## config.mk

```make
export PLATFORM = sky130hd
export DESIGN_NAME = csa_accumulator
export DESIGN_NICKNAME = d
export VERILOG_FILES = /design/src/rtl/csa_pkg.sv /design/src/rtl/csa_row.sv /design/src/rtl/csa_accumulator.sv
export SDC_FILE = /design/constraint.sdc
export NUM_CORES = 1
export LEC_CHECK = 0
export BUFFER_PORTS_ARGS = -buffer_cell sky130_fd_sc_hd__buf_2
export CAP_MARGIN = 25
export CORE_ASPECT_RATIO = 0.8
export CORE_MARGIN = 2
export CORE_UTILIZATION = 35
export CTS_BUF_LIST = sky130_fd_sc_hd__clkbuf_8
export CTS_CLUSTER_DIAMETER = 150
export DETAILED_ROUTE_END_ITERATION = 10
export GPL_TIMING_DRIVEN = 0
export SETUP_SLACK_MARGIN = 0.1
export SLEW_MARGIN = 20
export SYNTH_ARGS = -nofsm -noshare
export SYNTH_HDL_FRONTEND = slang
export SYNTH_HIERARCHICAL = 1
export SYNTH_SLANG_ARGS = --single-unit
```

## constraint.sdc

```tcl
create_clock -name clk -period 2.2 [get_ports clk]
set_input_delay 0.33 -clock clk [delete_from_list [all_inputs] [get_ports clk]]
set_output_delay 0.33 -clock clk [all_outputs]
set_load 0.03 [all_outputs]
```

## src/rtl/csa_pkg.sv

```systemverilog
// csa_pkg -- shared definitions for the carry-save accumulator.
//   csa_state_e : controller state encodings (ACCUM, RESOLVE, HOLD)
//   *_DEF       : default widths for operand, accumulator and operand counter
package csa_pkg;

  localparam int WIDTH_DEF = 6;
  localparam int ACC_W_DEF = 8;
  localparam int CNT_W_DEF = 4;

  typedef enum logic [1:0] {
    ACCUM   = 2'd0,
    RESOLVE = 2'd1,
    HOLD    = 2'd2
  } csa_state_e;

endpackage

```

## src/rtl/csa_row.sv

```systemverilog
// csa_row -- one row of 3:2 carry-save compression (purely combinational).
//   a, b, c  : W-bit addends
//   sum      : bitwise a^b^c
//   majority : bitwise maj(a,b,c), i.e. the carries before being shifted left
module csa_row #(
  parameter int W = 8
) (
  input  logic [W-1:0] a,
  input  logic [W-1:0] b,
  input  logic [W-1:0] c,
  output logic [W-1:0] sum,
  output logic [W-1:0] majority
);

  assign sum      = a ^ b ^ c;
  assign majority = (a & b) | (a & c) | (b & c);

endmodule

```

## src/rtl/csa_accumulator.sv

```systemverilog
// csa_accumulator -- sums a set of unsigned operands in redundant carry-save
// form, resolves the sum with one carry-propagate add, then holds the result
// until the consumer takes it.
//   clk, rst             : clock, synchronous active-high reset
//   in_valid/in_ready    : operand handshake; in_data operand, in_last ends the set
//   out_valid/out_ready  : result handshake
//   out_sum              : set sum modulo 2^ACC_W
//   out_count            : operands in the set, saturating at 2^CNT_W-1
//   out_ovf              : true sum did not fit in ACC_W bits
//
// state   | meaning
// ACCUM   | accepting operands into {S,C}; in_ready=1
// RESOLVE | one cycle: S+C registered into out_sum, carry-out folded into flag
// HOLD    | result presented with out_valid=1 until out_ready
module csa_accumulator
  import csa_pkg::*;
#(
  parameter int WIDTH = WIDTH_DEF,
  parameter int ACC_W = ACC_W_DEF,
  parameter int CNT_W = CNT_W_DEF
) (
  input  logic             clk,
  input  logic             rst,
  input  logic             in_valid,
  output logic             in_ready,
  input  logic [WIDTH-1:0] in_data,
  input  logic             in_last,
  output logic             out_valid,
  input  logic             out_ready,
  output logic [ACC_W-1:0] out_sum,
  output logic [CNT_W-1:0] out_count,
  output logic             out_ovf
);

  localparam logic [CNT_W-1:0] CNT_MAX = {CNT_W{1'b1}};

  csa_state_e       state_q, state_d;
  logic [ACC_W-1:0] s_q, s_d;
  logic [ACC_W-1:0] c_q, c_d;
  logic [ACC_W-1:0] sum_q, sum_d;
  logic [CNT_W-1:0] cnt_q, cnt_d;
  logic             ovf_q, ovf_d;

  logic [ACC_W-1:0] x;
  logic [ACC_W-1:0] row_sum;
  logic [ACC_W-1:0] row_maj;
  logic [ACC_W:0]   full_sum;

  assign x = ACC_W'(in_data);

  csa_row #(.W(ACC_W)) u_row (
    .a        (s_q),
    .b        (c_q),
    .c        (x),
    .sum      (row_sum),
    .majority (row_maj)
  );

  // S+C is always the true sum minus a multiple of 2^ACC_W, so any dropped
  // carry (here or in the compressor) means the true sum overflowed.
  assign full_sum = {1'b0, s_q} + {1'b0, c_q};

  always_comb begin
    state_d = state_q;
    s_d     = s_q;
    c_d     = c_q;
    sum_d   = sum_q;
    cnt_d   = cnt_q;
    ovf_d   = ovf_q;
    case (state_q)
      ACCUM: begin
        if (in_valid) begin
          s_d   = row_sum;
          c_d   = row_maj << 1;
          ovf_d = ovf_q | row_maj[ACC_W-1];
          if (cnt_q != CNT_MAX) cnt_d = cnt_q + CNT_W'(1);
          if (in_last) state_d = RESOLVE;
        end
      end
      RESOLVE: begin
        sum_d   = full_sum[ACC_W-1:0];
        ovf_d   = ovf_q | full_sum[ACC_W];
        state_d = HOLD;
      end
      HOLD: begin
        if (out_ready) begin
          s_d     = '0;
          c_d     = '0;
          cnt_d   = '0;
          ovf_d   = 1'b0;
          state_d = ACCUM;
        end
      end
      default: state_d = ACCUM;
    endcase
  end

  always_ff @(posedge clk) begin
    if (rst) begin
      state_q <= ACCUM;
      s_q     <= '0;
      c_q     <= '0;
      sum_q   <= '0;
      cnt_q   <= '0;
      ovf_q   <= 1'b0;
    end else begin
      state_q <= state_d;
      s_q     <= s_d;
      c_q     <= c_d;
      sum_q   <= sum_d;
      cnt_q   <= cnt_d;
      ovf_q   <= ovf_d;
    end
  end

  assign in_ready  = (state_q == ACCUM);
  assign out_valid = (state_q == HOLD);
  assign out_sum   = sum_q;
  assign out_count = cnt_q;
  assign out_ovf   = ovf_q;

endmodule

```

==> metrics.yaml <==
outcome: "finished clean"
slowest_stage: "dfxtp_1"
grt_antenna_before_repair: 0
worst_slew_margin_rel: 0.658
critPathBufInv: 1
swShare: 0.279
syn-cell-area_um2: 1630
cts_tree: "done"
synth_top_flop_cell: "dfxtp_1"
syn_to_final_growth_pct: 18.3
crit_path_start_kind: "flop"
drc: 0
cts-root-buf: "clkbuf_8"
clockBufferDepth: 2
max_cap_violations: 0
avgRoutedWirePerCell_um: 12.8
grt-ovfl-total: 0
hold_viol: 0
synth_top_area_frac: 0.368
synthArstFlopShare: 0
synth_edf_count: 0
clock_latency_ns: 0.28
slew_violations: 0
yosysMostFrequentCell: "dfxtp_1"
max_freq_ghz: 0.578
power_density_nw_per_um2: 647
crit_fanout: 3
p_switching_uw: 349
setup_viol: 0
dieWidth_um: 80.3
grt_pass1_wl_mm: 5.82
wirelength_mm: 3.42
synth_area_leaders: "dfxtp_1, fa_1, a22oi_1, ha_1, nor2_1"
power_frac_clock: 0.357
via_count: 1336
ant_nets: 0
critPathTopFamily: "adder cells"
timing_worst_setup_path_type: "reg -> reg"
syn_inst: 172
coreArea_um2: 4540
drt_first_iter_violations: 93
dpl.cell_count: 259
fin_tns_setup_ns: 0
drt-vias-per-instance: 5.00
setup_ws_ns: 0.469
postCtsSetupRepairBufs: 0
finalPower_mw: 1.25
clock_skew_ns: 0.00764
cts_resized: 0
p_leak_nw: 0.817
grt_max_degree: 11
max_stage_delay_ns: 0.39
ir_drop_v: 0.000362
start_util: 0.359
portBuffers: 25
dp_worst_setup_slack_ns: 0.468
ys_warn_count: 6
cts_buffers: 5
grt_usage: 0.145
place_congestion: 0.762
instances_no_fill: 267
hpwl_mm: 2.63
rows: 22
synth_top_area_cell: "dfxtp_1"
r2r_slack_ns: 0.47
hold_path_class: "in -> reg"
cts_sinks: 30
dieHeight_um: 65.1
ys_types: 41
syn_avg_cell_area_um2: 9.49
clk_pin_slew_ns: 0.07
period_needed_ns: 1.73
worst-slew-pin-transition_ns: 0.511
drt-pass1-iter-count: 4
cts-htree-levels: 2
grt_pass1_vias: 1231
path_cells: "ha_1, inv_1, fa_1, nor2b_1, o2111ai_1, a31o_2, nand3_1"
yosysSeqAreaShare: 0.368
p_int_uw: 900
pwr-share-seq: 0.482
combinationalPowerShare: 0.161
drive_gt1_frac: 0.203
fin_nets: 234
synth_common_cells: "dfxtp_1, nor2_1, a22oi_1"
finalCritPeriodShare: 0.787
antenna_cells: 0
cp.required_ns: 2.41
ys_ff_latch: 30
end_kind: "flop"
grt_setup_unrepaired: "false"
ctsHoldBuffers: 0
die_area_um2: 5230
ios: 26
arrival_ns: 1.94
==> registers in the layout, summed over array words and instances, names as in the netlist <==
signal	flops
state_q	2
out_ovf	1
out_count	4
s_q	8
c_q	7
out_sum	8
==> worst register-to-register path, stage by stage, from the launching register on <==
cell and delay (ns):
dfxtp_1 0.39, ha_1 0.19, inv_1 0.06, fa_1 0.37, nor2b_1 0.21, o2111ai_1 0.15
a31o_2 0.23, nand3_1 0.07
==> kinds of logic after synthesis <==
kind of cell,Yosys count,share of synthesized area
adder cells (fa/ha/maj),17,0.172
other,1,0.00230
AND/OR/NAND/NOR,64,0.214
flip-flops,30,0.368
buffers and inverters,13,0.0330
multiplexers,3,0.0184
AO/OA/AOI/OAI,44,0.192
==> placed cells by master, fill, tap and decap left out, types with 2 or more instances in the layout <==
| cell | n |
|---|---|
| and3_1 | 2 |
| nor2b_1 | 3 |
| clkbuf_8 | 6 |
| fa_1 | 9 |
| nand2_1 | 8 |
| conb_1 | 3 |
| inv_1 | 6 |
| a22oi_1 | 15 |
| o311ai_0 | 3 |
| o21a_1 | 2 |
| o211ai_1 | 2 |
| buf_2 | 29 |
| a21oi_1 | 7 |
| a31oi_1 | 2 |
| nor2_1 | 23 |
| dfxtp_1 | 30 |
| or3_1 | 3 |
| nor3_1 | 5 |
| ha_1 | 8 |
| nor4b_1 | 3 |
| mux2i_1 | 3 |
| clkbuf_1 | 4 |
| nand2b_4 | 2 |
| nand3_1 | 6 |
| o21ai_0 | 5 |
==> final cells by class <==
class | count | area (um2)
clock inverters | 2 | 8.76
inverters | 5 | 18.8
well taps | 60 | 75.1
clock buffers | 6 | 82.6
repair buffers | 25 | 125
flip-flops and latches | 30 | 601
multi-input cells | 131 | 985
fillers | 468 | 2610
plain buffers | 8 | 35.0
==> metal layers <==
layer	track usage	share of wire	vias to the layer above	routed length, um
li1	-	-	693	-
met1	0.221	0.53	623	1810
met2	0.205	0.44	20	1490
met3	0.0418	0.035	0	120
met4	0.0254	0	0	0
met5	0	0	-	0
==> path summary, 6_finish.rpt <==
check                             from                      end  depth (start not counted)
setup reg to reg   s_q[1]$_SDFFE_PP0P_  out_sum[7]$_SDFFE_PP0N_                          7
setup / recovery   s_q[1]$_SDFFE_PP0P_  out_sum[7]$_SDFFE_PP0N_                          7
hold / removal                 in_last  state_q[0]$_SDFFE_PP0P_                          2
hold reg to reg   out_ovf$_SDFFE_PP0P_     out_ovf$_SDFFE_PP0P_                          2
==> per-stage QoR <==
step | hold slack [ns] | util | area (um2)
2_1_floorplan | 0.476 | - | 1640
3_3_place_gp | 0.455 | 0.405 | 1840
3_5_place_dp | 0.465 | 0.405 | 1840
4_1_cts | 0.283 | 0.425 | 1930
5_1_grt | 0.286 | 0.425 | 1930
6_report | 0.282 | 0.425 | 1930
==> power by group through the flow <==
stage,Clock (mW),Sequential [mW],Combinational [mW]
2_1_floorplan,0,0.624,0.131
3_3_place_gp,0,0.614,0.198
5_1_grt,0.489,0.608,0.228
6_report,0.446,0.602,0.202
3_5_place_dp,0,0.614,0.201
4_1_cts,0.463,0.602,0.203
No activity file was read; power rests on OpenSTA's default activity.
